<file path="config.mk">
export PLATFORM = sky130hd
export DESIGN_NAME = player_action_encoder
export DESIGN_NICKNAME = d
export VERILOG_FILES = /design/src/rtl/fight_pkg.sv /design/src/rtl/btn_debounce.sv /design/src/rtl/player_action_encoder.sv
export SDC_FILE = /design/constraint.sdc
export NUM_CORES = 1
export LEC_CHECK = 0
export BUFFER_PORTS_ARGS = -buffer_cell sky130_fd_sc_hd__buf_4
export CAP_MARGIN = 20
export CORE_MARGIN = 8
export CORE_UTILIZATION = 40
export DETAILED_ROUTE_END_ITERATION = 16
export HOLD_SLACK_MARGIN = 0.1
export PLACE_DENSITY = 0.65
export RECOVER_POWER = 25
export SETUP_SLACK_MARGIN = 0.3
export SLEW_MARGIN = 30
export SYNTH_ARGS = -nofsm -noshare
export SYNTH_HDL_FRONTEND = slang
export SYNTH_HIERARCHICAL = 1
export SYNTH_SLANG_ARGS = --single-unit
</file>
<file path="constraint.sdc">
create_clock -name clk -period 3.33 [get_ports clk]
set_clock_uncertainty 0.2 [all_clocks]
set_input_delay 0.333 -clock clk [delete_from_list [all_inputs] [get_ports clk]]
set_output_delay 0.333 -clock clk [all_outputs]
set_load 0.01 [all_outputs]
</file>
<file path="src/rtl/fight_pkg.sv">
// Shared action codes and button indices for the player encoder and combat FSM.
package fight_pkg;

    typedef logic [2:0] action_t;

    localparam action_t KICK  = 3'b000;
    localparam action_t PUNCH = 3'b001;
    localparam action_t WAIT  = 3'b010;
    localparam action_t JUMP  = 3'b011;
    localparam action_t LEFT  = 3'b100;
    localparam action_t RIGHT = 3'b101;

    localparam int NUM_BTN   = 5;
    localparam int BTN_KICK  = 0;
    localparam int BTN_PUNCH = 1;
    localparam int BTN_JUMP  = 2;
    localparam int BTN_LEFT  = 3;
    localparam int BTN_RIGHT = 4;

    function automatic action_t btn_to_action(input logic [2:0] idx);
        case (idx)
            3'd0:    return KICK;
            3'd1:    return PUNCH;
            3'd2:    return JUMP;
            3'd3:    return LEFT;
            3'd4:    return RIGHT;
            default: return WAIT;
        endcase
    endfunction

endpackage

</file>
<file path="src/rtl/btn_debounce.sv">
// One button: 2-FF synchroniser, stability counter, registered rising-edge pulse.
module btn_debounce #(
    parameter int DEB_CYCLES = 4
) (
    input  logic clk,
    input  logic rst_n,
    input  logic raw,
    output logic level,
    output logic rise
);

    logic       sync1;
    logic       sync2;
    logic [7:0] cnt;

    // Level flips one cycle after the counter has seen DEB_CYCLES differing samples.
    always_ff @(posedge clk or negedge rst_n) begin
        if (!rst_n) begin
            sync1 <= 1'b0;
            sync2 <= 1'b0;
            cnt   <= '0;
            level <= 1'b0;
            rise  <= 1'b0;
        end else begin
            sync1 <= raw;
            sync2 <= sync1;
            rise  <= 1'b0;
            if (sync2 != level) begin
                if (cnt == 8'(DEB_CYCLES)) begin
                    level <= ~level;
                    rise  <= ~level;
                    cnt   <= '0;
                end else begin
                    cnt <= cnt + 8'd1;
                end
            end else begin
                cnt <= '0;
            end
        end
    end

endmodule

</file>
<file path="src/rtl/player_action_encoder.sv">
// Buttons -> prioritised, rate-limited, FIFO-buffered action codes.
// Optional auto-repeat of held left/right: define PLAYER_ACTION_REPEAT_EN.
module player_action_encoder
    import fight_pkg::*;
#(
    parameter int DEB_CYCLES    = 4,
    parameter int FIFO_DEPTH    = 4,
    parameter int COOLDOWN      = 8,
    parameter int REPEAT_CYCLES = 16
) (
    input  logic          clk,
    input  logic          rst_n,
    input  logic [4:0]    btn_raw,
    output action_t       action,
    output logic          action_valid,
    input  logic          action_ready,
    output logic          drop,
    output logic          fifo_full
);

    localparam int AW   = $clog2(FIFO_DEPTH);
    localparam int CW   = AW + 1;
    localparam int CD_W = (COOLDOWN > 0) ? $clog2(COOLDOWN + 1) : 1;

    logic [NUM_BTN-1:0] deb_level;
    logic [NUM_BTN-1:0] deb_rise;
    logic [NUM_BTN-1:0] rise_eff;
    logic [NUM_BTN-1:0] pending;
    logic [NUM_BTN-1:0] clr;

    for (genvar b = 0; b < NUM_BTN; b++) begin : g_deb
        btn_debounce #(.DEB_CYCLES(DEB_CYCLES)) u_deb (
            .clk   (clk),
            .rst_n (rst_n),
            .raw   (btn_raw[b]),
            .level (deb_level[b]),
            .rise  (deb_rise[b])
        );
    end

`ifdef PLAYER_ACTION_REPEAT_EN
    localparam int RW = $clog2(REPEAT_CYCLES + 1);
    logic [1:0] rep_hit;
    logic       unused_ok;

    for (genvar j = 0; j < 2; j++) begin : g_rep
        localparam int IDX = BTN_LEFT + j;
        logic [RW-1:0] rep_cnt;

        // Restarts on the initial press so repeats land every REPEAT_CYCLES after it.
        always_ff @(posedge clk or negedge rst_n) begin
            if (!rst_n) begin
                rep_cnt <= '0;
            end else if (!deb_level[IDX] || deb_rise[IDX] || rep_hit[j]) begin
                rep_cnt <= '0;
            end else begin
                rep_cnt <= rep_cnt + 1'b1;
            end
        end

        assign rep_hit[j] = deb_level[IDX] && !deb_rise[IDX] &&
                            (rep_cnt == RW'(REPEAT_CYCLES - 1));
    end

    assign rise_eff  = deb_rise | {rep_hit, 3'b000};
    assign unused_ok = ^deb_level[2:0];
`else
    logic unused_ok;
    assign rise_eff  = deb_rise;
    assign unused_ok = ^{deb_level, (REPEAT_CYCLES > 0)};
`endif

    action_t          mem [FIFO_DEPTH];
    logic [AW-1:0]    wr_ptr, rd_ptr, rd_ptr_next, wr_ptr_next;
    logic [CW-1:0]    count, count_next;
    logic [CD_W-1:0]  cooldown;

    logic       full, pop, push, is_atk, cd_drop, merge_drop, sel_vld;
    logic [2:0] sel;
    action_t    push_code;

    assign full = (count == CW'(FIFO_DEPTH));
    assign pop  = action_valid && action_ready;

    // Arbiter: lowest index wins; attacks under cooldown are discarded.
    always_comb begin
        sel     = '0;
        sel_vld = 1'b0;
        push    = 1'b0;
        clr     = '0;
        cd_drop = 1'b0;
        for (int i = NUM_BTN - 1; i >= 0; i--) begin
            if (pending[i]) begin
                sel     = 3'(i);
                sel_vld = 1'b1;
            end
        end
        push_code = btn_to_action(sel);
        is_atk    = (sel == 3'(BTN_KICK)) || (sel == 3'(BTN_PUNCH));
        if (sel_vld) begin
            if (is_atk && cooldown != '0) begin
                clr[sel] = 1'b1;
                cd_drop  = 1'b1;
            end else if (!full || pop) begin
                push     = 1'b1;
                clr[sel] = 1'b1;
            end
        end
    end

    assign merge_drop = |(rise_eff & pending & ~clr);

    always_ff @(posedge clk or negedge rst_n) begin
        if (!rst_n) begin
            pending  <= '0;
            drop     <= 1'b0;
            cooldown <= '0;
        end else begin
            pending <= (pending & ~clr) | rise_eff;
            drop    <= merge_drop | cd_drop;
            if (push && is_atk) begin
                cooldown <= CD_W'(COOLDOWN);
            end else if (cooldown != '0) begin
                cooldown <= cooldown - 1'b1;
            end
        end
    end

    always_comb begin
        rd_ptr_next = pop  ? rd_ptr + 1'b1 : rd_ptr;
        wr_ptr_next = push ? wr_ptr + 1'b1 : wr_ptr;
        case ({push, pop})
            2'b10:   count_next = count + 1'b1;
            2'b01:   count_next = count - 1'b1;
            default: count_next = count;
        endcase
    end

    always_ff @(posedge clk) begin
        if (push) begin
            mem[wr_ptr] <= push_code;
        end
    end

    // Head is registered; a push landing at the next read slot bypasses the array.
    always_ff @(posedge clk or negedge rst_n) begin
        if (!rst_n) begin
            wr_ptr       <= '0;
            rd_ptr       <= '0;
            count        <= '0;
            action       <= WAIT;
            action_valid <= 1'b0;
            fifo_full    <= 1'b0;
        end else begin
            wr_ptr       <= wr_ptr_next;
            rd_ptr       <= rd_ptr_next;
            count        <= count_next;
            action_valid <= (count_next != '0);
            fifo_full    <= (count_next == CW'(FIFO_DEPTH));
            if (count_next == '0) begin
                action <= WAIT;
            end else if (push && wr_ptr == rd_ptr_next) begin
                action <= push_code;
            end else begin
                action <= mem[rd_ptr_next];
            end
        end
    end

endmodule

</file>
### Word level (Yosys, flattened, before mapping)

Memories as Yosys holds them, arrays and structs flattened.
Cells that the tools add are included.

* equality and inequality tests: 19
* mux-type cells: 49
* $add $sub $neg: 10
* reductions and logical operators: 19
* bitwise operators: 11
* magnitude comparators: 2

Operator list (number)
* 2-to-1 mux 8 bit: 10
* adder 8 x 1 -> 8 bit, second input constant: 5
* equality test 8 x 3 -> 1 bit, second input constant: 5
* 2-to-1 mux 1 bit: 23
* 2-to-1 mux 3 bit: 7
* bitwise AND 5 bit: 3
* 2-to-1 mux 5 bit: 3
* case mux 3 bit (5 select lines): 1
* AND reduction 2 bit: 5
* equality test 3 bit, second input constant: 3
* 2-to-1 mux 4 bit: 2
* equality test 3 x 2 -> 1 bit, second input constant: 2
* logical NOT 3 bit: 2
* case mux 3 bit (2 select lines): 1
* logical AND 1 bit: 5
* inequality test 1 bit: 5
* NOT 1 bit: 5
* NOT 5 bit: 1
* OR 5 bit: 1
* OR reduction 5 bit: 1
* adder 2 x 1 -> 2 bit, second input constant: 2
* less-than comparator 3 x 4 -> 1 bit, second input constant: 1
* nonzero test 4 bit: 1
* subtractor 4 x 1 -> 4 bit, second input constant: 1
* other kinds (14): 15

* word-level logic and storage cells: 145
* output and inout port bits: 6
* register bits: 82
* memories kept: 1
* RAM bits: 12

Memories
* mem: words 4, bits a word 3, read ports 1, clocked after memory_dff 0, wr ports 1, RTL line player_action_encoder.sv:73 `action_t mem [FIFO_DEPTH];`

### Depth between registers and ports, before layout

* depth in word-level cells: 16
* depth in mapped cells: 14
* mapped depth without buffers: 14

### Modules after synthesis

The synthesis kept the hierarchy.

Modules (own cells, without submodules)
* btn_debounce: cells an instance 48, area each 530.5 sq um, instances 5
* player_action_encoder: cells an instance 155, area each 1809.2 sq um, instances 1

### Worst setup path before layout

Ideal clock, no wire load.

* path kind: register to register
* from: reg cooldown[0]
* to: reg action[1]
* data arrival time: 2865 ps
* slack: 177 ps
* cell stages (with the launch flop): 14
* cells stage by stage: dfrtp_1 -> inv_1 -> ha_1 -> nor3b_4 -> a2bb2oi_4 -> and2_2 -> inv_1 -> ha_1 -> inv_1 -> fa_1 -> nor2b_1 -> a21oi_1 -> nor2_1 -> or3_1

* longest elaborated chain between the ends: 8

RTL lines
* start, declared: RTL line player_action_encoder.sv:76 `logic [CD_W-1:0] cooldown;`
* start signal, assigned: RTL line player_action_encoder.sv:122 `cooldown <= CD_W'(COOLDOWN);`
* start signal, assigned: RTL line player_action_encoder.sv:124 `cooldown <= cooldown - 1'b1;`
* nonzero test 4 bit *: RTL line player_action_encoder.sv:101 `if (is_atk && cooldown != '0) begin`
* logical AND 1 bit *: RTL line player_action_encoder.sv:101
* 2-to-1 mux 1 bit *: RTL line player_action_encoder.sv:101
* 2-to-1 mux 1 bit *: RTL line player_action_encoder.sv:100 `if (sel_vld) begin`
* equality test 2 x 1 -> 1 bit or equality test 2 bit (tied branches): RTL line player_action_encoder.sv:132 `case ({push, pop})`
* case mux 3 bit (2 select lines): RTL line player_action_encoder.sv:132
* logical NOT 3 bit: RTL line player_action_encoder.sv:160 `if (count_next == '0) begin`
* 2-to-1 mux 3 bit *: RTL line player_action_encoder.sv:160
* end signal, assigned: RTL line player_action_encoder.sv:163 `action <= push_code;`
* end signal, assigned: RTL line player_action_encoder.sv:165 `action <= mem[rd_ptr_next];`
* end, declared: RTL line player_action_encoder.sv:14 `output action_t action,`

Mark *: on every way between the ends. The rest lies on a longest branch, timed or not.
A chain may end at the register's enable or synchronous reset.

### Final worst setup path

Ends and elaborated chain as after synthesis.

==> results.py <==
metrics = {
    "worst_setup_path": {
        "r2r_cells": 13,
        "critPathArrivalTime_ns": 3.04,
        "critPathLaunchType": "register",
        "end_kind": "register",
        "critPathMaxFanout": 4,
        "crit_type": "reg -> reg",
        "worst_ep_required_time_ns": 3.40,
    },
    "synth": {
        "synth_compound_area_frac": 0.1060,
        "ys_warn_count": 6,
        "synth_top_family_by_area": "simple AND/OR/NAND/NOR gates",
        "synth.distinct_cells": 55,
        "synth_ff_type": "dfrtp_1",
        "synthCells": 395,
        "synth_area_leaders": "dfrtp_1 (45%), edfxtp_1 (8.1%), ha_1 (4.5%)",
        "synth-xor-area-share": 0.06113,
        "synthAdderAreaFrac": 0.04936,
        "synthSimpleGateAreaFrac": 0.1842,
        "syn_area_um2": 4462,
        "synthTopCellsByCount": "dfrtp_1 (81), nor2_1 (36), inv_1 (33)",
        "yosys.area.top_type": "dfrtp_1",
        "synth_edf_count": 12,
        "yosys.area.top_type_share": 0.4543,
        "async_flop_share": 0.8723,
        "synth_seq_area_share": 0.5409,
        "syn_avg_cell_area_um2": 11.30,
        "post-synth-top-count-cell": "dfrtp_1",
        "ys_ff_latch": 94,
        "yosys-mux-area-fraction": 0.02440,
        "synth_nets": 420,
    },
    "clock_network": {
        "worstSkewPairLatency_ns": 0.35,
        "clkSinkCount": 94,
        "cts_made_buffers": 9,
        "cts_tree": "done",
        "path_clk_slew_ns": 0.09,
        "h-tree-depth": 3,
        "root_buffer": "clkbuf_8",
        "cts_buffer_depth": 2,
    },
    "finish": {
        "n_fill_cell": 997,
        "n_antenna_cell": 0,
        "drive_gt1_frac": 0.1954,
        "final_nets": 456,
        "final_util": 0.4701,
        "syn2layout_area_growth_pct": 14.22,
    },
    "sta": {
        "rsz0062_at_grt": "true",
        "tightest_slew_ns": 1.964,
        "finalHoldViolCount": 0,
        "slew_headroom": -0.3092,
        "period_minus_slack_ns": 2.976,
        "fmax_mhz": 336.0,
        "setup_violations": 0,
        "setup_tns_ns": 0,
        "slew_viol_final": 83,
        "period_share": 0.8937,
    },
    "route": {
        "vias": 2931,
        "ant_nets": 0,
        "drt_iter0_markers": 160,
        "drc": 0,
        "routedWlPerCell_um": 13.70,
        "via_per_inst": 5.097,
        "drt_wl_total_mm": 7.877,
        "dr.pass1.iters": 4,
    },
    "global_route": {
        "grt_first_pass_wirelength_mm": 13.43,
        "grt-ovfl-total": 0,
        "grt_antenna_before_repair": 0,
        "grt_use_total": 0.1109,
        "grt_pass1_vias": 2904,
        "grt_max_degree": 83,
    },
    "power_and_ir_drop": {
        "combPwrFrac": 0.347,
        "p_per_area_nw_per_um2": 731.8,
        "swShare": 0.3502,
        "leakage_nw": 2.249,
        "ir_worst_vdd_v": 0.0003050,
        "clkPwrFrac": 0.203,
        "seqPwrFrac": 0.451,
        "p_int_w": 0.002423,
        "total_power_w": 0.003729,
        "power.net_switching_w": 0.001306,
    },
    "min_path": {
        "hold_depth": 0,
        "hold_class": "reg -> reg",
    },
    "die": {
        "die_y_um": 121.6,
        "dieArea_um2": 14790,
        "rows": 38,
        "ioPinCount": 14,
        "die_x_um": 121.6,
        "design.core.area_um2": 10840,
        "initial_core_util": 0.4116,
    },
    "status": {
        "outcome": "finished, violations left",
        "failed_checks": "max-capacitance violations, max-slew violations",
    },
    "placed_design": {
        "place_congestion": 0.8030,
        "place_hpwl_mm": 5.464,
        "port_buffers": 13,
    },
    "run": {
        "maxCapViolations": 1,
    },
}
==> final timing paths <==
check | startpoint | to | slack [ns]
worst min-delay path | g_deb[4].u_deb/sync1 | g_deb[4].u_deb/sync2 | 0.15
worst max register to register | cooldown[0] | action[1] | 0.35
worst max-delay path | cooldown[0] | action[1] | 0.35
worst min register to register | g_deb[4].u_deb/sync1 | g_deb[4].u_deb/sync2 | 0.15
max in group asynchronous | rst_n | action_valid | 0.90
min in group asynchronous | rst_n | g_deb[4].u_deb/cnt[2] | 0.88
==> cell type report <==
type,count,area (um2),area share
tap,140,175.2,0.03437
inverter,34,132.6,0.02602
sequential,94,2414,0.4736
timing repair buffer,28,222.7,0.04370
clock buffer,12,156.4,0.03069
clock inverter,3,43.79,0.008593
multi-input combinational,264,1952,0.3830
==> state kept, by name (all words and copies together) (netlist names), 2 cells and up <==
signal / count
count: 3
wr_ptr: 2
g_deb.u_deb/sync2: 5
g_deb.u_deb/level: 5
action: 3
pending: 5
cooldown: 4
g_deb.u_deb/rise: 5
g_deb.u_deb/cnt: 40
rd_ptr: 2
g_deb.u_deb/sync1: 5
mem: 12
==> power by group through the flow <==
stage	Clock, W	Combinational, W	Sequential (W)
final	0.000756	0.00129	0.00168
after global routing	0.000832	0.00146	0.00172
after CTS	0.000787	0.00121	0.00167
after detailed placement	0	0.00119	0.00170
after global placement	0	0.00114	0.00168
after floorplan	0	0.000938	0.00162
==> through the flow <==
| step | worst slack [ns] | hold WS [ns] | instance area, um2 | std cells |
|---|---|---|---|---|
| after floorplan | 0.3122 | -0.1626 | 4482 | 395 |
| after global placement | 0.3364 | 0.1326 | 4748 | 547 |
| after detailed placement | 0.2550 | 0.1347 | 4752 | 547 |
| after CTS | 0.3193 | 0.1545 | 5020 | 569 |
| after global routing | 0.1932 | 0.1573 | 5096 | 575 |
| final | 0.3540 | 0.1520 | 5096 | 575 |
==> routing by layer <==
layer	wire length, um	track usage	share of wire
met1	3818	0.1422	0.48
met2	3731	0.1779	0.47
met3	219	0.02730	0.028
met4	108	0.04241	0.014
met5	0	0	0
==> repair_timing <==
action / CTS / global route
hold endpoints to repair: 86 / 0
endpoints found under the setup margin: 1 / 1
pin swaps: 1 / 5
buffers inserted: 1 / 6
hold buffers: 6 / 0
gates resized for setup: 0 / 10
==> logic make-up (layout without fill, tap and decap cells) <==
logic type                 count (synthesis)  after routing
xor gates and xnor gates                  28             28
adders and majority gates                 17             17
DFF                                       94             94
and+or+nand+nor                          139            139
AOI/OAI and AO/OA                         70             70
buffers and inverters                     37             77
muxes                                     10             10
==> cell usage in the layout (no fill, tap or decap), drive strengths merged, types with 16 or more instances in the layout <==
cell type,synthesis,layout
clkbuf,0,18
a21oi,20,20
inv,34,34
buf,3,16
o21ai,23,23
nand2,17,17
or3,16,16
dfrtp,81,81
nor2,37,37
nand3,24,24
ha,16,16
==> critical path, cell delays in order, from the launching register on <==
cell       delay [ns]
dfrtp_1          0.40
inv_1            0.13
ha_4             0.17
nor3b_4          0.26
a2bb2oi_4        0.16
and2_4           0.18
inv_4            0.04
ha_4             0.15
inv_2            0.05
fa_2             0.42
nor2b_4          0.14
a21oi_2          0.17
nor2_2           0.07
or3_1            0.37
Note: power is estimated with default switching activity, not from simulation.
